## src/rtl/stage_mem_access.sv

```systemverilog
// Memory pipeline stage: M register, request/ack bus access with store steering and load extension.
// Define ALIGN_CHECK_EN to suppress misaligned accesses and add the addr_err output.
module stage_mem_access #(
    parameter int unsigned BUS_TIMEOUT = 255
) (
    input  logic        clk,
    input  logic        reset,
    input  logic [31:0] alu_result_in,
    input  logic [31:0] rt_data_in,
    input  logic [31:0] pc_in,
    input  logic [31:0] pc_plus8_in,
    input  logic [31:0] ins_in,
    input  logic [31:0] grf_data_in,
    input  logic        rt_data_m_type,
    output logic [31:0] alu_result_m,
    output logic [31:0] mem_data_out,
    output logic [31:0] pc_m,
    output logic [31:0] pc_m_plus8,
    output logic [31:0] ins_m,
    output logic        mem_busy,
    output logic        bus_req,
    output logic        bus_we,
    output logic [31:0] bus_addr,
    output logic [3:0]  bus_be,
    output logic [31:0] bus_wdata,
    input  logic        bus_ack,
    input  logic [31:0] bus_rdata,
    output logic        bus_err
`ifdef ALIGN_CHECK_EN
    ,
    output logic        addr_err
`endif
);

    localparam logic [5:0] OpLb  = 6'h20;
    localparam logic [5:0] OpLh  = 6'h21;
    localparam logic [5:0] OpLw  = 6'h23;
    localparam logic [5:0] OpLbu = 6'h24;
    localparam logic [5:0] OpLhu = 6'h25;
    localparam logic [5:0] OpSb  = 6'h28;
    localparam logic [5:0] OpSh  = 6'h29;
    localparam logic [5:0] OpSw  = 6'h2B;
    localparam logic [7:0] TimeoutLast = 8'(BUS_TIMEOUT - 1);

    typedef enum logic [1:0] {StIdle, StWait, StDone} state_e;

    state_e      state_q, state_d;
    logic [7:0]  cnt_q, cnt_d;
    logic [31:0] ldbuf_q, ldbuf_d;
    logic        err_q, err_d;
    logic [31:0] alu_q, rt_q, pc_q, pc8_q, ins_q;

    logic        is_load, is_store, sz_word, sz_half, sgn;
    logic        misaligned, mem_op, ack;
    logic [1:0]  lane;
    logic [31:0] st_data;
    logic [7:0]  byte_sel;
    logic [15:0] half_sel;

    always_comb begin
        is_load  = 1'b0;
        is_store = 1'b0;
        sz_word  = 1'b0;
        sz_half  = 1'b0;
        sgn      = 1'b0;
        case (ins_q[31:26])
            OpLb:    begin is_load = 1'b1; sgn = 1'b1; end
            OpLh:    begin is_load = 1'b1; sz_half = 1'b1; sgn = 1'b1; end
            OpLw:    begin is_load = 1'b1; sz_word = 1'b1; end
            OpLbu:   is_load = 1'b1;
            OpLhu:   begin is_load = 1'b1; sz_half = 1'b1; end
            OpSb:    is_store = 1'b1;
            OpSh:    begin is_store = 1'b1; sz_half = 1'b1; end
            OpSw:    begin is_store = 1'b1; sz_word = 1'b1; end
            default: ;
        endcase
    end

`ifdef ALIGN_CHECK_EN
    assign misaligned = (is_load | is_store) &
                        ((sz_word & (|alu_q[1:0])) | (sz_half & alu_q[0]));
    assign addr_err   = misaligned;
`else
    assign misaligned = 1'b0;
`endif

    assign lane     = alu_q[1:0];
    assign mem_op   = (is_load | is_store) & ~misaligned;
    assign bus_req  = mem_op & ((state_q == StIdle) | (state_q == StWait));
    assign bus_we   = is_store & bus_req;
    assign mem_busy = mem_op & (state_q != StDone);
    // An ack only counts while a request is actually outstanding.
    assign ack      = bus_ack & bus_req;
    assign bus_addr = {alu_q[31:2], 2'b00};
    assign bus_err  = err_q;
    assign st_data  = rt_data_m_type ? grf_data_in : rt_q;

    always_comb begin
        bus_be    = 4'b0000;
        bus_wdata = {4{st_data[7:0]}};
        if (sz_word) begin
            bus_wdata = st_data;
        end else if (sz_half) begin
            bus_wdata = {2{st_data[15:0]}};
        end
        if (mem_op) begin
            if (sz_word)      bus_be = 4'b1111;
            else if (sz_half) bus_be = alu_q[1] ? 4'b1100 : 4'b0011;
            else              bus_be = 4'b0001 << lane;
        end
    end

    assign byte_sel = ldbuf_q[{lane, 3'b000} +: 8];
    assign half_sel = alu_q[1] ? ldbuf_q[31:16] : ldbuf_q[15:0];

    always_comb begin
        mem_data_out = 32'h0;
        if (is_load && !misaligned) begin
            if (sz_word)      mem_data_out = ldbuf_q;
            else if (sz_half) mem_data_out = {{16{sgn & half_sel[15]}}, half_sel};
            else              mem_data_out = {{24{sgn & byte_sel[7]}}, byte_sel};
        end
    end

    always_comb begin
        state_d = state_q;
        cnt_d   = cnt_q;
        ldbuf_d = ldbuf_q;
        err_d   = 1'b0;
        if (ack) ldbuf_d = bus_rdata;
        case (state_q)
            StIdle: begin
                cnt_d = 8'h0;
                if (mem_op) state_d = ack ? StDone : StWait;
            end
            StWait: begin
                if (ack) begin
                    state_d = StDone;
                end else if (cnt_q == TimeoutLast) begin
                    state_d = StDone;
                    err_d   = 1'b1;
                    ldbuf_d = 32'h0;
                end else begin
                    cnt_d = cnt_q + 8'd1;
                end
            end
            default: begin
                state_d = StIdle;
                cnt_d   = 8'h0;
            end
        endcase
    end

    always_ff @(posedge clk or negedge reset) begin
        if (!reset) begin
            state_q <= StIdle;
            cnt_q   <= 8'h0;
            ldbuf_q <= 32'h0;
            err_q   <= 1'b0;
            alu_q   <= 32'h0;
            rt_q    <= 32'h0;
            pc_q    <= 32'h0;
            pc8_q   <= 32'h0;
            ins_q   <= 32'h0;
        end else begin
            state_q <= state_d;
            cnt_q   <= cnt_d;
            ldbuf_q <= ldbuf_d;
            err_q   <= err_d;
            if (!mem_busy) begin
                alu_q <= alu_result_in;
                rt_q  <= rt_data_in;
                pc_q  <= pc_in;
                pc8_q <= pc_plus8_in;
                ins_q <= ins_in;
            end
        end
    end

    assign alu_result_m = alu_q;
    assign pc_m         = pc_q;
    assign pc_m_plus8   = pc8_q;
    assign ins_m        = ins_q;

endmodule
```

## config.mk

```make
export PLATFORM = sky130hd
export DESIGN_NAME = stage_mem_access
export DESIGN_NICKNAME = d
export VERILOG_FILES = /design/src/rtl/stage_mem_access.sv
export SDC_FILE = /design/constraint.sdc
export NUM_CORES = 1
export LEC_CHECK = 0
export ABC_AREA = 1
export BUFFER_PORTS_ARGS = -buffer_cell sky130_fd_sc_hd__buf_2
export CAP_MARGIN = 30
export CORE_AREA = 2 2 180 182
export DETAILED_ROUTE_END_ITERATION = 7
export DIE_AREA = 0 0 182 184
export GPL_ROUTABILITY_DRIVEN = 0
export PLACE_DENSITY_LB_ADDON = 0.25
export SLEW_MARGIN = 20
export SYNTH_ARGS = -nofsm -noshare
export SYNTH_HDL_FRONTEND = slang
export SYNTH_SLANG_ARGS = --single-unit
```

## constraint.sdc

```tcl
create_clock -name clk -period 1.95 [get_ports clk]
set_clock_uncertainty 0.2 [all_clocks]
set_input_delay 0 -clock clk [delete_from_list [all_inputs] [get_ports clk]]
set_output_delay 0 -clock clk [all_outputs]
set_load 0.01 [all_outputs]
```

==> results of run 1 <==
cells in the mapped netlist (all sizes together):
cell    instances  share of area
o21ai         121          0.062
inv           100          0.038
conb            1        0.00038
buf            73          0.049
or2             1        0.00064
o211ai          8         0.0061
nand4           9         0.0058
clkbuf         29          0.012
o21bai          1        0.00077
dfrtp         203           0.52
nor2           70          0.027
and3            1        0.00064
xor2            4         0.0036
nand3          25          0.014
nand2         606           0.23
a21oi          44          0.023
ha              2         0.0026
o21a            1        0.00077
area by class of cell:
cell class / count / share of cell area
inverters: 100 / 0.0249
clock buffers: 28 / 0.0388
repair buffers: 741 / 0.338
multi-input cells: 895 / 0.247
well taps: 402 / 0.0312
clock inverters: 8 / 0.00435
diodes: 1 / 0.000155
flip-flops and latches: 203 / 0.316
routing by layer:
metal / wire, µm / up-vias / part of all wire
met3: 2770 / 91 / 0.071
met5: 0 / - / 0
met4: 1490 / 0 / 0.038
met2: 19100 / 445 / 0.49
met1: 15600 / 5102 / 0.40
li1: - / 5295 / -
sequential cells by signal (all words and copies together) (netlist names):
| register | cells |
|---|---|
| pc_m_plus8 | 32 |
| ins_m | 32 |
| cnt_q | 8 |
| ldbuf_q | 32 |
| rt_q | 32 |
| state_q | 2 |
| pc_m | 32 |
| alu_result_m | 32 |
| bus_err | 1 |
repair_timing:
item / in CTS / in global routing
hold buffers: 207 / 0
hold endpoints to repair: 406 / 0
setup buffers: 3 / 9
gates cloned: 3 / 6
setup endpoints to repair: 79 / 183
pin swaps: 10 / 17
resized for setup: 38 / 68
where the power goes:
group,switching (W),internal (W),total (W)
clock network,0.00175,0.00238,0.00413
logic,0.00761,0.00509,0.0127
registers,0.00130,0.00626,0.00756
logic make-up (layout without fill, tap and decap cells):
logic type                 Yosys count  after routing  synth area share
buffers and inverters              202            877            0.0991
DFF                                203            203             0.520
AOI/OAI and AO/OA                  175            175            0.0926
other                                1              3          0.000384
adders and majority gates            2              2           0.00256
xor gates and xnor gates             4              4           0.00358
and+or+nand+nor                    712            712             0.282
worst max-delay path, stage by stage (launching register included):
cell and delay (ps):
dfrtp_2 480, nor2_2 250, nand2_4 90, buf_6 140, buf_4 140, nand2_4 130
nand2_1 70, a21oi_1 170, buf_2 180
worst paths after layout:
path | from | to | slack [ps] | cells past startpoint
worst max-delay path | ins_m[27] | mem_data_out[15] | -410 | 8
worst min-delay path | pc_in[20] | pc_m[20] | 20 | 4
min in group asynchronous | reset | rt_q[16] | 370 | 3
worst min register to register | pc_m[25] | pc_m[25] | 260 | 2
max in group asynchronous | reset | alu_result_m[1] | 510 | 4
worst max register to register | ins_m[30] | pc_m_plus8[22] | -10 | 11
metrics by stage:
step	area, µm²	TNS [ps]	setup slack (ps)	util	hold slack [ps]
4_1_cts	15700	-18500	-353	0.500	0.388
3_3_place_gp	12700	0	102	0.405	-209
2_1_floorplan	9780	0	235	-	-496
5_1_grt	16100	-35960	-551	0.513	14.8
3_5_place_dp	12700	0	3.70	0.405	-213
6_report	16100	-19020	-408	0.513	23.8
==> results.md, run 1 <==
| Item | Value |
| --- | --- |
| First-pass detailed-route iteration total | 5 |
| Core outline area | 31400 µm² |
| Overall routed net length | 39.0 mm |
| Total count of max-transition violations in the final report | 0 |
| Pwr Total | 0.0244 W |
| Grt met3 use | 0.0471 |
| Fill cell count | 2935 |
| Met1 global-route usage | 0.262 |
| Most congested layer reported by global routing | met2 |
| Setup crit start kind | register |
| Die area | 33500 µm² |
| Fmax | 0.424 GHz |
| Count of unique library cells instantiated by Yosys | 28 |
| Number of top-level pins | 460 |
| Post-synthesis instance area | 9770 µm² |
| Top library cells by usage in the layout, fill and taps aside | nand2_1 (586), buf_2 (454), dlygate4sd3_1 (207) |
| Multi-input logic area | 3970 µm² |
| Maximum number of pins on one net before global-route repair | 64 |
| Tmin final | 2360 ps |
| Clock tree from TritonCTS | done |
| Worst supply voltage drop on vdd | 0.000853 V |
| Global-route wire length before repair | 59.1 mm |
| Root buffer selected by CTS | clkbuf_16 |
| Half-perimeter wire length after placement | 26.9 mm |
| Total of warnings raised by yosys | 0 |
| Number of antenna violations at the first check in global routing | 1 |
| Clock transition at the registers of the reported paths | 60 ps |
| Critical Path End Type | output port |
| Std-Cell Rows | 65 |
| Number of sinks on the clock net | 203 |
| Final antenna-violating net count | 0 |
| Number of buffers between clock root and the deepest sink | 3 |
| Unrepaired setup endpoints after global routing | yes |
| Clk_lat worst skew | 510 ps |
| H-tree level count | 1 |
| Setup-violating endpoint count in the final report | 63 |
| Starting density of the core | 0.311 |
| Detailed router's first-iteration violation count | 565 |
| Setup slack after layout | -408 ps |
| Endpoint arrival time on the critical path | 2160 ps |
| Post-synthesis average cell area | 7.52 µm² |
| Max-capacitance violation count | 0 |
| Number of nets in the final layout | 2194 |
| #FFs+latches synth | 203 |
| Largest fanout on the critical path | 8 |
| Area growth from synthesis to layout | 64.7% |
| Power density relative to cell area | 1520 nW/µm² |
| Routed vias/inst | 4.60 |
| Die Width | 182 µm |
| Count of buffers inserted at the top-level ports | 457 |
| Register area share after synthesis | 0.520 |
| Number of global-route vias before repair | 11037 |
| Kind of critical path | register to output port |
| Post-detailed-route wirelength per cell | 16.4 µm |
| Classification of the worst-slack hold path | primary input to register |
| Run status | finished with violations |
| Total Routing Usage GR | 0.222 |
| Failing checks | negative setup slack |
| Placed Cells incl. Taps | 2114 |
| Overall overflow remaining after global route | 0 |
| Number of cells in the finished layout apart from fillers | 2378 |
| Pin slew with the least headroom to its limit | 553 ps |
| Leading cell type in the layout, fill and taps excluded | nand2_1 |
| Fraction of layout cells with a size suffix above 1 | 0.319 |
| Static Leakage | 8.69 nW |
| Number of buffers created by CTS | 23 |
| Slew HR | 0.632 |
| Total number of vias | 10933 |
| Met2 track utilization from global routing | 0.402 |
| Worst EP required | 1750 ps |
| Number of remaining DRC errors | 0 |
| Number of hold violations in the final report | 0 |
| Sequential cell area | 5080 µm² |
| Die boundary height | 184 µm |
| Gate count of the mapped netlist | 1299 |
| Final cycle utilization of the critical path | 1.21 |
No activity file was read; power rests on OpenSTA's default activity.
==> inputs of run 2 (changes only) <==
==> constraint.sdc (replaced) <==
create_clock -name clk -period 1.95 [get_ports clk]
set_clock_uncertainty 0.2 [all_clocks]
set_input_delay 0.0975 -clock clk [delete_from_list [all_inputs] [get_ports clk]]
set_output_delay 0.0975 -clock clk [all_outputs]
set_load 0.01 [all_outputs]
==> run 2 against run 1 <==
Net effect: the run still ends with negative setup slack left; hold slack improved by 87 ps; cell count is 1.1% higher; flip-flop and latch count did not move; fmax fell by 2.2%; first-iteration DRC count rose by 0.71%; global-route usage is 0.45 points lower; power grew 11%; clock-buffer cell count is 6 higher; utilization up 3.3 points; sequential share of layout area shrank 1.9 points; critical path type unchanged; critical endpoint is now mem_data_out[6]; largest cell class unchanged; highest routed layer is now met5.
==> results.md, run 2 (same netlist as run 1, synthesis figures left out) <==
| Item | Value | vs previous |
| --- | --- | --- |
| Failing checks | negative setup slack |  |
| Final antenna-violating net count | 0 | unchanged |
| Leading cell type in the layout, fill and taps excluded | nand2_1 |  |
| Number of sinks on the clock net | 203 | unchanged |
| Static Leakage | 9.11 nW | +4.8% |
| Setup slack after placement | -120 ps | -124 ps |
| Hold WS | 111 ps | +87.1 ps |
| Clk_lat worst skew | 520 ps | about the same |
| Number of hold violations in the final report | 0 | unchanged |
| Classification of the worst-slack hold path | primary input to register |  |
| Die Width | 182 µm | unchanged |
| Number of nets in the final layout | 2220 | +1.2% |
| Clock group share of total power | 0.159 | -0.010 |
| Fraction of layout cells with a size suffix above 1 | 0.382 | +0.0629 |
| Switching power total | 0.0117 W | +9.5% |
| Clock tree from TritonCTS | done |  |
| Setup-violating endpoint count in the final report | 196 | +210% |
| Fraction of power consumed by sequential logic | 0.279 | -0.031 |
| Kind of critical path | register to output port |  |
| Routed vias/inst | 4.66 | +1.5% |
| Largest stage delay, worst path | 390 ps | -90 ps |
| Number of inserted diodes | 0 | -1 |
| Unrepaired setup endpoints after global routing | yes |  |
| Bufs and invs on worst path | 4 | +1 |
| Detailed router's first-iteration violation count | 569 | +0.71% |
| Std-Cell Rows | 65 | unchanged |
| Number of remaining DRC errors | 0 | unchanged |
| Post-detailed-route wirelength per cell | 17.2 µm | +4.7% |
| Maximum number of pins on one net before global-route repair | 80 | +25% |
| Critical Path End Type | output port |  |
| Area growth from synthesis to layout | 75.3% |  |
| Internal Dissipation | 0.0154 W | +12% |
| Half-perimeter wire length after placement | 26.8 mm | -0.22% |
| Die boundary height | 184 µm | unchanged |
| Sum of negative setup slack | -42660 ps | -23650 ps |
| Total count of max-transition violations in the final report | 0 | unchanged |
| Number of global-route vias before repair | 11007 | -0.27% |
| Largest fanout on the critical path | 5 | -3 |
| Worst setup path startpoint | ins_m[30] |  |
| Worst EP required | 1650 ps | -100 ps |
| Worst supply voltage drop on vdd | 0.000956 V | +12% |
| Overall routed net length | 41.3 mm | +5.9% |
| Register-to-register setup slack | -250 ps | -240 ps |
| Fmax | 0.415 GHz | -2.2% |
| Chain of cells forming the critical path | inv_2 -> nand2_4 -> a21oi_4 -> nand2_4 -> buf_6 -> nor2_4 -> buf_6 -> nand2_1 -> a21oi_2 -> nor2_1 -> buf_2 |  |
| Number of buffers created by CTS | 24 | +4.3% |
| Power density relative to cell area | 1580 nW/µm² | +4.4% |
| Slowest stage cell, crit path | dfrtp_1 |  |
| Number of top-level pins | 460 | unchanged |
| Starting density of the core | 0.311 | unchanged |
| Top library cells by usage in the layout, fill and taps aside | nand2_1 (523), buf_2 (453), dfrtp_1 (199) |  |
| Kind of cell with the highest combined delay on the critical path | buffers and inverters |  |
| RR Startpoint | ins_m[30] |  |
| Die area | 33500 µm² | unchanged |
| Tmin final | 2410 ps | +53.9 ps |
| Setup crit start kind | register |  |
| Clock transition at the registers of the reported paths | 60 ps | about the same |
| Overall overflow remaining after global route | 0 | unchanged |
| H-tree level count | 1 | unchanged |
| Count of buffers inserted at the top-level ports | 457 | unchanged |
| Multi-input logic area | 4450 µm² | +12% |
| First-pass detailed-route iteration total | 6 | +1 |
| Number of buffers between clock root and the deepest sink | 3 | unchanged |
| Fill cell count | 2800 | -4.6% |
| Endpoint arrival time on the critical path | 2110 ps | -50 ps |
| Placed Cells incl. Taps | 2121 | +0.33% |
| Capture instance of the worst register-to-register path | rt_q[12] |  |
| Max-capacitance violation count | 0 | unchanged |
| Setup slack after layout | -462 ps | -53.9 ps |
| Switching portion of total power | 0.431 | -0.00625 |
| Number of cells in the finished layout apart from fillers | 2405 | +1.1% |
| Number of antenna violations at the first check in global routing | 1 | unchanged |
| Final cycle utilization of the critical path | 1.24 | +0.0276 |
| Core outline area | 31400 µm² | unchanged |
| Worst r2r path cells | 13 | +2 |
| Fraction of power consumed by combinational cells | 0.562 | +0.041 |
| Run status | finished with violations |  |
| Total number of vias | 11218 | +2.6% |
| Total Routing Usage GR | 0.217 | -0.00454 |
| Global-route wire length before repair | 58.1 mm | -1.6% |
| Root buffer selected by CTS | clkbuf_16 |  |
| Sequential cell area | 5080 µm² | unchanged |
| Depth of the critical timing path with buffers and inverters included | 11 | +3 |
| Critical path capture point | mem_data_out[6] |  |
==> run 2: how the worst min path moves through the flow <==
stage                            startpoint  cells after the start  slack, ps          endpoint
after detailed placement              reset                      1       -170          rt_q[21]
final                         rt_data_in[5]                      4        110           rt_q[5]
after global placement                reset                      1       -170          rt_q[23]
after CTS                 alu_result_in[11]                      4         70  alu_result_m[11]
after floorplan                       reset                      0       -400   alu_result_m[0]
after global routing               pc_in[0]                      4        100           pc_m[0]
==> run 2: area by class of cell <==
cell class	instances	area share
flip-flops and latches	203	0.297
inverters	100	0.0242
well taps	402	0.0294
multi-input cells	895	0.260
repair buffers	766	0.347
clock inverters	5	0.00292
clock buffers	34	0.0402
==> run 2: repair_timing <==
item                       CTS  global route
setup buffers                7            14
setup endpoints to repair   99           166
cloned                       4            27
hold buffers               195             0
hold endpoints to repair   406             0
gates resized for setup     87           209
pin swaps                    7            35
==> run 2: worst reg2reg max path, delay by kind of cell, from the launching register on <==
kind / cells / cell delay, ps
buf+inv: 7 / 840
simple gates: 5 / 470
flops: 1 / 390
compound gates: 1 / 180
==> run 2: through the flow <==
| step | total power, W | instance area (µm²) | util |
|---|---|---|---|
| final | 0.0271 | 17100 | 0.546 |
| after global placement | 0.0185 | 12700 | 0.403 |
| after CTS | 0.0239 | 15800 | 0.502 |
| after detailed placement | 0.0186 | 12700 | 0.403 |
| after floorplan | 0.0138 | 9780 | - |
| after global routing | 0.0289 | 17100 | 0.546 |
==> run 2: power by group through the flow <==
stage	logic [W]	registers (W)	clock network, W
after global placement	0.0111	0.00745	0
after CTS	0.0119	0.00753	0.00444
after detailed placement	0.0111	0.00749	0
after floorplan	0.00586	0.00798	0
final	0.0152	0.00757	0.00431
after global routing	0.0165	0.00780	0.00460
==> run 2: metal layers <==
metal  up-vias  part of all wire  GRT usage
met2       515              0.50      0.395
met1      5243              0.39      0.257
li1       5364                 -          -
met5         -           0.00027          0
met3        94             0.071     0.0469
met4         2             0.031     0.0652
==> inputs of run 3 (changes only) <==
- CORE_AREA: 2 2 180 182 -> unset
- CORE_ASPECT_RATIO: unset -> 0.7
- CORE_MARGIN: unset -> 2
- CORE_UTILIZATION: unset -> 25
- DIE_AREA: 0 0 182 184 -> unset
==> run 3 against run 2 <==
Net effect: the flow still finishes with violations (negative setup slack); clock power increased by 11%; cell count is 3.7% higher; wire length fell by 5.6%; sequential share of layout area grew 2.0 points; hold slack got worse by 13 ps; flip-flop and latch count unchanged; die area rose by 22%; clock-buffer cell count rose by 1; largest cell class unchanged.
==> results.md, run 3 (same netlist as run 1, synthesis figures left out) <==
| Item | Value | vs previous |
| --- | --- | --- |
| Post-detailed-route wirelength per cell | 15.6 µm | -8.9% |
| Die boundary height | 169 µm | -7.9% |
| Number of antenna violations at the first check in global routing | 3 | +2 |
| Detailed router's first-iteration violation count | 554 | -2.6% |
| Top library cells by usage in the layout, fill and taps aside | nand2_1 (589), buf_2 (456), dfrtp_1 (201) |  |
| Sum of negative setup slack | -25840 ps | +16820 ps |
| Root buffer selected by CTS | clkbuf_16 |  |
| Number of hold violations in the final report | 0 | unchanged |
| Largest stage delay, worst path | 390 ps | about the same |
| Total Routing Usage GR | 0.184 | -0.0337 |
| First-pass detailed-route iteration total | 6 | unchanged |
| Critical Path End Type | output port |  |
| Register-to-register setup slack | -10 ps | +240 ps |
| Bufs and invs on worst path | 5 | +1 |
| Die area | 40700 µm² | +22% |
| Slowest stage cell, crit path | dfrtp_1 |  |
| H-tree level count | 1 | unchanged |
| Critical path capture point | bus_wdata[25] |  |
| Clock transition at the registers of the reported paths | 60 ps | about the same |
| Fraction of layout cells with a size suffix above 1 | 0.318 | -0.0637 |
| Cell mode on critical path | nand2_1 |  |
| Multi-input logic area | 3910 µm² | -12% |
| Failing checks | negative setup slack |  |
| Worst r2r path cells | 10 | -3 |
| Kind of critical path | register to output port |  |
| Sequential cell area | 5080 µm² | about the same |
| Setup-violating endpoint count in the final report | 70 | -64% |
| Final antenna-violating net count | 0 | unchanged |
| Die Width | 240 µm | +32% |
| Setup slack after layout | -478 ps | -16.2 ps |
| Total number of vias | 10855 | -3.2% |
| Classification of the worst-slack hold path | primary input to register |  |
| Number of buffers between clock root and the deepest sink | 3 | unchanged |
| Endpoint arrival time on the critical path | 2130 ps | +20 ps |
| Leading cell type in the layout, fill and taps excluded | nand2_1 |  |
| RR Startpoint | ins_m[31] |  |
| Maximum number of pins on one net before global-route repair | 63 | -21% |
| Starting density of the core | 0.254 | -0.0576 |
| Largest fanout on the critical path | 12 | +7 |
| Power density relative to cell area | 1520 nW/µm² | -4.1% |
| Worst EP required | 1650 ps | about the same |
| Clock tree from TritonCTS | done |  |
| Fmax | 0.412 GHz | -0.67% |
| Worst setup path startpoint | ins_m[30] |  |
| Pin slew with the least headroom to its limit | 539 ps |  |
| Final standard cell utilization of the core | 0.417 | -0.129 |
| Number of cells in the finished layout apart from fillers | 2493 | +3.7% |
| Routed vias/inst | 4.35 | -6.7% |
| Count of buffers inserted at the top-level ports | 457 | unchanged |
| Number of sinks on the clock net | 203 | unchanged |
| Half-perimeter wire length after placement | 27.6 mm | +2.8% |
| Final cycle utilization of the critical path | 1.25 | +0.00833 |
| Static Leakage | 8.63 nW | -5.3% |
| Pwr Total | 0.0243 W | -10% |
| Hold WS | 98.3 ps | -12.6 ps |
| Total count of max-transition violations in the final report | 0 | unchanged |
| Number of global-route vias before repair | 10785 | -2.0% |
| Depth of the critical timing path with buffers and inverters included | 10 | -1 |
| Worst supply voltage drop on vdd | 0.00101 V | +6.2% |
| Number of nets in the final layout | 2178 | -1.9% |
| Slew HR | 0.641 |  |
| Global-route wire length before repair | 59.2 mm | +1.8% |
| Clk_lat worst skew | 540 ps | +20 ps |
| Run status | finished with violations |  |
| Unrepaired setup endpoints after global routing | yes |  |
| Tmin final | 2430 ps | +16.2 ps |
| Core outline area | 38500 µm² | +23% |
| Fill cell count | 3892 | +39% |
| Std-Cell Rows | 60 | -7.7% |
| Area growth from synthesis to layout | 64.2% |  |
| Max-capacitance violation count | 0 | unchanged |
| Kind of cell with the highest combined delay on the critical path | buffers and inverters |  |
| Capture instance of the worst register-to-register path | alu_result_m[7] |  |
| Setup crit start kind | register |  |
| Number of top-level pins | 460 | unchanged |
| Chain of cells forming the critical path | inv_2 -> nand2_2 -> nor2_2 -> nand3_2 -> buf_12 -> inv_6 -> bufbuf_16 -> nand2_1 -> nand2_1 -> buf_2 |  |
| Overall overflow remaining after global route | 0 | unchanged |
| Number of remaining DRC errors | 0 | unchanged |
| Overall routed net length | 38.9 mm | -5.6% |
| Number of buffers created by CTS | 25 | +4.2% |
| Placed Cells incl. Taps | 2245 | +5.8% |
## run 3: metal layers
metal,vias to the layer above,part of all wire,wire [µm],global-route usage
met2,472,0.46,17700,0.301
met1,5028,0.43,16800,0.239
met3,76,0.080,3120,0.0439
met5,-,0.00031,12,0
met4,2,0.031,1220,0.0583
li1,5277,-,-,-
## run 3: worst min-delay path by stage
stage / start / end / slack, ps / cells after the start
floorplan: reset / alu_result_m[0] / -400 / 0
global placement: reset / rt_q[16] / -110 / 1
detailed placement: reset / rt_q[16] / -110 / 1
CTS: pc_in[25] / pc_m[25] / 60 / 4
global route: pc_plus8_in[27] / pc_m_plus8[27] / 90 / 4
finish: pc_plus8_in[26] / pc_m_plus8[26] / 100 / 4
## run 3: final cells by class
| cell class | instances | area share |
|---|---|---|
| multi-input cells | 895 | 0.243 |
| well taps | 527 | 0.0411 |
| flip-flops and latches | 203 | 0.317 |
| clock inverters | 8 | 0.00764 |
| inverters | 100 | 0.0240 |
| clock buffers | 35 | 0.0438 |
| repair buffers | 723 | 0.323 |
| diodes | 2 | 0.000312 |
## run 3: tightest hold or removal path, stage by stage
cell and delay (ps):
dlygate4sd3_1 520, buf_2 90, nand2_1 40, nand2_1 50
## run 3: through the flow
step	instance area, µm²	worst slack (ps)
final	16000	-478
after global routing	16000	-596
after CTS	15900	-469
after detailed placement	12900	-30.2
after global placement	12900	-20.5
after floorplan	9780	138
## run 3: what timing repair did
item | 4_1_cts | 5_1_grt
pin swaps | 5 | 7
gates resized for setup | 31 | 34
hold endpoints to repair | 406 | 0
setup buffers | 3 | 2
setup endpoints to repair | 63 | 225
cloned | 1 | 2
hold buffers | 195 | 0
## run 3: report_power, final
group / internal [W] / switching, W / leakage [nW] / total [W]
clock network: 0.00290 / 0.00189 / 0.407 / 0.00479
logic: 0.00478 / 0.00721 / 5.78 / 0.0120
registers: 0.00626 / 0.00130 / 2.45 / 0.00756
